## src/rtl/cp0_intc.sv

```systemverilog
// -----------------------------------------------------------------------------
// cp0_intc -- minimal CP0-style exception and interrupt controller.
//
// Holds the status (12), cause (13) and epc (14) registers, edge-detects the
// level interrupt lines into pending bits, and decides each cycle whether to
// take a synchronous exception or the lowest-numbered enabled interrupt. A take
// produces a registered one-cycle Trap pulse carrying the handler address.
//
// Ports
//   clk, rst       clock, asynchronous active-high reset
//   RegReadAddr    CP0 register index for the combinational read port
//   RegReadData    read data (0 for unimplemented indices)
//   RegWrite       write strobe, with RegWriteAddr / RegWriteData
//   Irq            level interrupt lines, synchronous to clk
//   ExcValid       one-cycle synchronous exception request, with ExcCode
//   ExcPc          PC saved into epc on any take
//   Eret           one-cycle return-from-exception strobe
//   Trap           one-cycle pulse: redirect fetch to TrapPc
//   TrapPc         handler address, valid while Trap is high
//   EpcOut         current epc value
// -----------------------------------------------------------------------------
module cp0_intc #(
    parameter int unsigned NUM_IRQ    = 4,
    parameter logic [31:0] VEC_BASE   = 32'h0000_0000,
    parameter int unsigned IRQ_STRIDE = 8
) (
    input  logic               clk,
    input  logic               rst,
    input  logic [4:0]         RegReadAddr,
    output logic [31:0]        RegReadData,
    input  logic               RegWrite,
    input  logic [4:0]         RegWriteAddr,
    input  logic [31:0]        RegWriteData,
    input  logic [NUM_IRQ-1:0] Irq,
    input  logic               ExcValid,
    input  logic [4:0]         ExcCode,
    input  logic [31:0]        ExcPc,
    input  logic               Eret,
    output logic               Trap,
    output logic [31:0]        TrapPc,
    output logic [31:0]        EpcOut
);

    localparam logic [4:0] ADDR_STATUS = 5'd12;
    localparam logic [4:0] ADDR_CAUSE  = 5'd13;
    localparam logic [4:0] ADDR_EPC    = 5'd14;

    // The FSM state register is the EXL bit itself.
    localparam logic [0:0] ST_NORMAL  = 1'b0;
    localparam logic [0:0] ST_HANDLER = 1'b1;

    logic [0:0]         state;
    logic [0:0]         state_next;
    logic               exl;
    logic               ie;
    logic               df;
    logic [NUM_IRQ-1:0] im;
    logic [NUM_IRQ-1:0] ip;
    logic [NUM_IRQ-1:0] ip_next;
    logic [NUM_IRQ-1:0] irq_q;
    logic               armed;
    logic [4:0]         exccode;
    logic [4:0]         irq_idx;
    logic [31:0]        epc;

    logic [NUM_IRQ-1:0] active;
    logic [NUM_IRQ-1:0] rise;
    logic [NUM_IRQ-1:0] take_mask;
    logic               irq_any;
    logic [4:0]         irq_sel;
    logic [31:0]        irq_vec;
    logic               take_exc;
    logic               take_irq;
    logic               take;
    logic               wr_status;
    logic               wr_cause;
    logic               wr_epc;
    logic [31:0]        status_word;
    logic [31:0]        cause_word;

    assign exl    = (state == ST_HANDLER);
    assign EpcOut = epc;
    assign active = ip & im;

    // armed stays low for the first edge after reset so that a line already
    // high while in reset is captured into irq_q without looking like a rise.
    assign rise = armed ? (Irq & ~irq_q) : '0;

    // Lowest-index enabled pending interrupt.
    always_comb begin
        // NOTE: every always_comb output gets a default first so no path can
        // leave it unassigned and infer a latch.
        irq_any = 1'b0;
        irq_sel = '0;
        for (int i = NUM_IRQ - 1; i >= 0; i--) begin
            if (active[i]) begin
                irq_any = 1'b1;
                irq_sel = 5'(i);
            end
        end
    end

    // Eret blocks any take in its cycle; a pending interrupt is taken later.
    assign take_exc = ~Eret & ~exl & ExcValid;
    assign take_irq = ~Eret & ~exl & ~ExcValid & ie & irq_any;
    assign take     = take_exc | take_irq;

    // Vector arithmetic wraps naturally at 32 bits.
    assign irq_vec   = VEC_BASE + 32'(IRQ_STRIDE) * (32'(irq_sel) + 32'd1);
    assign take_mask = take_irq ? (NUM_IRQ'(1) << irq_sel) : '0;

    // A take owns status, cause and epc for its cycle; a coincident write is dropped.
    assign wr_status = RegWrite & (RegWriteAddr == ADDR_STATUS) & ~take;
    assign wr_cause  = RegWrite & (RegWriteAddr == ADDR_CAUSE)  & ~take;
    assign wr_epc    = RegWrite & (RegWriteAddr == ADDR_EPC)    & ~take;

    // Pending bits: write-1-to-clear and take-clear first, new rising edges last
    // so that a coincident rise always wins.
    always_comb begin
        ip_next = ip;
        if (wr_cause) begin
            ip_next = ip_next & ~RegWriteData[8 +: NUM_IRQ];
        end
        ip_next = (ip_next & ~take_mask) | rise;
    end

    // Priority for EXL: software write < Eret < take.
    always_comb begin
        state_next = state;
        if (wr_status) begin
            state_next = RegWriteData[1] ? ST_HANDLER : ST_NORMAL;
        end
        case (state)
            ST_NORMAL: begin
                if (take) begin
                    state_next = ST_HANDLER;
                end else if (Eret) begin
                    state_next = ST_NORMAL;
                end
            end
            ST_HANDLER: begin
                if (Eret) begin
                    state_next = ST_NORMAL;
                end
            end
            default: state_next = ST_NORMAL;
        endcase
    end

    always_comb begin
        status_word               = '0;
        status_word[0]            = ie;
        status_word[1]            = exl;
        status_word[2]            = df;
        status_word[8 +: NUM_IRQ] = im;

        cause_word                = '0;
        cause_word[6:2]           = exccode;
        cause_word[8 +: NUM_IRQ]  = ip;
        cause_word[31:27]         = irq_idx;

        case (RegReadAddr)
            ADDR_STATUS: RegReadData = status_word;
            ADDR_CAUSE:  RegReadData = cause_word;
            ADDR_EPC:    RegReadData = epc;
            default:     RegReadData = '0;
        endcase
    end

    always_ff @(posedge clk or posedge rst) begin
        if (rst) begin
            state   <= ST_NORMAL;
            ie      <= 1'b0;
            df      <= 1'b0;
            im      <= '0;
            ip      <= '0;
            irq_q   <= '0;
            armed   <= 1'b0;
            exccode <= '0;
            irq_idx <= '0;
            epc     <= '0;
            Trap    <= 1'b0;
            TrapPc  <= '0;
        end else begin
            // NOTE: sequential state uses non-blocking assignments so every
            // register samples pre-edge values regardless of statement order.
            state <= state_next;
            armed <= 1'b1;
            irq_q <= Irq;
            ip    <= ip_next;
            Trap  <= take;

            if (take) begin
                epc     <= ExcPc;
                TrapPc  <= take_exc ? VEC_BASE : irq_vec;
                exccode <= take_exc ? ExcCode : 5'd0;
                if (take_irq) begin
                    irq_idx <= irq_sel;
                end
            end else if (wr_epc) begin
                epc <= RegWriteData;
            end

            if (wr_status) begin
                ie <= RegWriteData[0];
                df <= RegWriteData[2];
                im <= RegWriteData[8 +: NUM_IRQ];
            end

            // Nested exception: flag it, leave epc/cause untouched, no Trap.
            if (ExcValid && exl) begin
                df <= 1'b1;
            end
        end
    end

endmodule

```

## config.mk

```make
export PLATFORM = sky130hd
export DESIGN_NAME = cp0_intc
export DESIGN_NICKNAME = d
export VERILOG_FILES = /design/src/rtl/cp0_intc.sv
export SDC_FILE = /design/constraint.sdc
export NUM_CORES = 1
export LEC_CHECK = 0
export CORE_MARGIN = 5
export CORE_UTILIZATION = 43
export CTS_BUF_LIST = sky130_fd_sc_hd__clkbuf_4 sky130_fd_sc_hd__clkbuf_8
export DETAILED_ROUTE_END_ITERATION = 8
export GPL_TIMING_DRIVEN = 0
export MAX_ROUTING_LAYER = met4
export PLACE_DENSITY = 0.92
export SKIP_LAST_GASP = 1
export SLEW_MARGIN = 20
export SYNTH_ARGS = -nofsm -noshare
export SYNTH_HDL_FRONTEND = slang
export SYNTH_SLANG_ARGS = --single-unit
```

## constraint.sdc

```tcl
create_clock -name clk -period 5.5 [get_ports clk]
set_input_delay 1.1 -clock clk [delete_from_list [all_inputs] [get_ports clk]]
set_output_delay 1.1 -clock clk [all_outputs]
set_load 0.02 [all_outputs]
```

* Word-level counts from Yosys, hierarchy flattened
Index checks and enable logic that the tools add are counted.
** Cells by class
- Reductions and logical operators :: 4
- $add $sub $neg :: 1
- Shifts and indexed selects :: 1
- Bitwise logic cells :: 24
- Multiplexer cells :: 23
- Eq/ne operators :: 6
** Operators by type and width (number)
- 32-bit case mux with 3 select lines :: 1
- 32-bit 2-to-1 mux :: 2
- 5-bit by 4-bit equality test with 1-bit output (second input constant) :: 6
- 5-bit 2-to-1 mux :: 4
- 4-bit AND :: 4
- 4-bit 2-to-1 mux :: 3
- 4-bit inverter :: 3
- 1-bit AND :: 11
- 1-bit 2-to-1 mux :: 10
- 9-bit 2-to-1 mux :: 1
- 5-bit by 1-bit adder with 6-bit output (second input constant) :: 1
- 1-bit by 5-bit << shifter with 4-bit output (first input constant) :: 1
- 1-bit inverter :: 4
- 4-bit OR :: 1
- 2-bit nonzero test :: 2
- 2-bit 2-to-1 mux :: 1
- 1-bit case mux with 2 select lines :: 1
- 2-bit AND reduction :: 1
- 1-bit logical AND :: 1
- 1-bit OR :: 1
** Word-level totals
- Register bits :: 91
- Word-level logic and storage cells :: 71
- Input bits :: 88

* Longest topological paths before layout
- Depth after elaboration :: 13
- Gate-level depth with buffers :: 8
- Depth with buffers taken out :: 8

* Worst setup path before layout
OpenSTA, ideal clock, no wires.
- Kind :: input -> output
- Start :: in RegReadAddr[0]
- End :: out RegReadData[10]
- Stages :: 5
- Slack :: 2.158 ns
- Buffers on the path :: 2
- Arrival time :: 2.242 ns
- Cell sequence :: buf_2 nor4b_2 clkbuf_1 nand2_1 o21ai_0
** Between the ends
- Longest elaborated chain between the ends :: 2
** RTL lines
- start: declaration :: RTL line 29 : input logic [4:0] RegReadAddr,
- 5-bit by 4-bit equality test with 1-bit output :: RTL line 162 : case (RegReadAddr)
- 32-bit case mux with 3 select lines * :: RTL line 162
- end: declaration :: RTL line 30 : output logic [31:0] RegReadData,
Mark *: on every way between the ends. The rest lies on a longest branch, timed or not.

* Final worst setup path
- Start :: in RegReadAddr[3]
- End :: out RegReadData[2]
The elaborated chain is that of the path after synthesis.

==> results_dict.tcl <==
set metrics [dict create \
    rsz0062_at_grt "false" \
    holdBufCountCts 0 \
    worstSetupPathType "primary input to output port" \
    reg2reg_to "EpcOut[6]" \
    synth_top_area_frac 0.447 \
    hold_violations 0 \
    post-place-ws_ns 0.793 \
    synthArstFlopShare 1.00 \
    clk_pin_slew_ns 0.06 \
    grt_start_max_net_pins 60 \
    port_buffers 154 \
    startpoint "RegReadAddr[3]" \
    final-setup-viol-count 0 \
    cts_max_path_buffers 2 \
    worst_slew_pin_slew_ns 0.746 \
    synth_top_cell_by_area "dfrtp_1" \
    cp_max_fo 10 \
    vias 3155 \
    hp-class "flop to flop" \
    antenna_left 0 \
    fin_ws_ns 0.768 \
    fin_crit_ns 4.73 \
    fin_crit_sh 0.860 \
    critPathCapture "RegReadData[2]" \
    powerDensity_mw_per_mm2 276 \
    synth_seq_cells 59 \
    vias_per_cell 5.05 \
    critical_path_required_ns 4.40 \
    cts_tree "built" \
    start_util 0.434 \
    status "finished clean" \
    rows 32 \
    grt_pass1_wl_um 16900 \
    cp-end-kind "output port" \
    irDropWorstVdd_mv 0.162 \
    grt_remaining_overflow 0 \
    reg2reg_slack_ns 3.46 \
    syn_inst 326 \
    synth_area_leaders "dfrtp_1 (45%), mux2i_1 (12%), o21ai_0 (11%), buf_4 (7.1%), a22o_1 (4.0%)" \
    dp_hpwl_um 8500 \
    area_delta_synth_final_pct 59.8 \
    worstSetupStartpointType "primary input" \
    antenna_found_initial 0 \
    dr.pass1.iters 4 \
    die_height_um 97.6 \
    synth_edf_count 0 \
    skew_ns 0.00612 \
    grt_use_total 0.228 \
    max_slew_margin 0.500 \
    cts_max_level 3 \
    fp.dieW_um 97.6 \
    cts_sinks 59 \
    finalMaxSlewViolations 0 \
    ys_warn_count 0 \
    drtIter0Drc 123 \
    synth_cell_types 34 \
    die_area_mm2 0.00953 \
    r2r-start "exl" \
    seq_area_frac_synth 0.447 \
    synth_area_mm2 0.00330 \
    drive_above_1_share 0.130 \
    core_mm2 0.00761 \
    max_freq_ghz 0.211 \
    synth_ff_type "dfrtp_1" \
    cts-buffers-inserted 9 \
    ctsResizeCount 0 \
    power.leakage_nw 2.18 \
    post_cts_buffers 0 \
    io_pins 185 \
    fin_tns_setup_ns 0 \
    worst_ep_arrival_time_ns 3.63 \
    drc 0 \
    cap_violations 0 \
    clock_latency_ns 0.33 \
    wl_per_cell_um 17.5 \
    n_fill_cell 580 \
    grt_pass1_vias 3310 \
    antenna_cells 0 \
    holdPathStages 1 \
    wl_um 10900 \
    clockRootBuffer "clkbuf_8" \
    r2r_cells 5 \
    avgSynthCellArea_um2 10.1 \
    fin_nets 611 \
    hold_ws_ns 0.447 \
    gp_congestion 0.827 \
]
## Yosys cell counts, types with 2 or more instances
library cell   n
a21oi_1        7
a22o_1        15
and2_1        19
buf_2          5
buf_4         31
clkbuf_1      10
clkbuf_2       2
conb_1         2
dfrtp_1       59
ha_1           4
inv_1          9
mux2_2         6
mux2i_1       39
nand2_1       13
nand2b_1       2
nand3b_1       4
nor2_1         3
nor3b_1        4
o21ai_0       75
o21ai_1        3
## cell type report
type,count,area (um^2),area share
Multi-Input combinational cell,238,1590,0.301
Timing Repair Buffer,154,1540,0.292
Sequential cell,59,1480,0.280
Buffer,48,305,0.0579
Clock buffer,14,193,0.0365
Tap cell,102,128,0.0242
Inverter,9,36.3,0.00688
Clock inverter,1,5.00,0.000949
## how the worst min path moves through the flow
stage	startpoint	end	slack, ns
after floorplan	irq_q[2]	ip[2]	0.42
after global placement	irq_q[2]	ip[2]	0.42
after detailed placement	irq_q[2]	ip[2]	0.43
after CTS	irq_q[2]	ip[2]	0.44
after global routing	irq_q[2]	ip[2]	0.45
final	irq_q[2]	ip[2]	0.45
## worst max-delay path: stages
cell and delay [ns]:
clkdlybuf4s50_1 0.46, nand2_1 0.09, nor4b_2 0.48, clkbuf_1 0.59, nand2_1 0.11, o21ai_0 0.14, clkdlybuf4s50_1 0.66
## sequential cells by signal, summed over array words and instances, names as in the netlist
signal	count
EpcOut	32
Trap	1
TrapPc	3
armed	1
df	1
exccode	5
exl	1
ie	1
im	4
ip	4
irq_idx	2
irq_q	4
## metal layers
layer | vias to the layer above | routed length [um] | global-route usage
met1 | 1516 | 4550 | 0.271
met5 | - | 0 | -
met3 | 14 | 641 | 0.0380
met4 | 0 | 140 | 0.0682
li1 | 1479 | - | -
met2 | 146 | 5570 | 0.396
## cells by family (layout without fill, tap and decap cells)
logic type | after synthesis | in the layout | synth area share
mux | 45 | 45 | 0.139
compound gates | 105 | 105 | 0.182
simple gates | 54 | 54 | 0.111
fa+ha+maj | 4 | 4 | 0.0152
flops | 59 | 59 | 0.447
other cells | 2 | 30 | 0.00228
buf+inv | 57 | 226 | 0.103
## through the flow
| stage | std cells | instance area (um^2) | utilization | power [mW] |
|---|---|---|---|---|
| floorplan | 354 | 3410 | - | 0.825 |
| global placement | 610 | 5070 | 0.667 | 1.06 |
| detailed placement | 610 | 5080 | 0.667 | 1.08 |
| CTS | 625 | 5280 | 0.693 | 1.47 |
| global route | 625 | 5280 | 0.693 | 1.53 |
| finish | 625 | 5280 | 0.693 | 1.46 |
## cells in the final DEF, fill, tap and decap left out, types with 8 or more instances in the layout
cell type and instances:
a22o_1 15, clkdlybuf4s50_1 154, clkbuf_1 10, o21ai_0 75, buf_4 31, dfrtp_1 59, and2_1 19, conb_1 30
clkbuf_8 14, inv_1 8, nand2_1 13, mux2i_1 39
## power breakdown
| group | leakage (nW) | switching (mW) | internal, mW |
|---|---|---|---|
| sequential | 0.721 | 0.0681 | 0.517 |
| clock | 0.105 | 0.164 | 0.222 |
| combinational | 1.35 | 0.241 | 0.245 |
No activity file was read; power rests on OpenSTA's default activity.
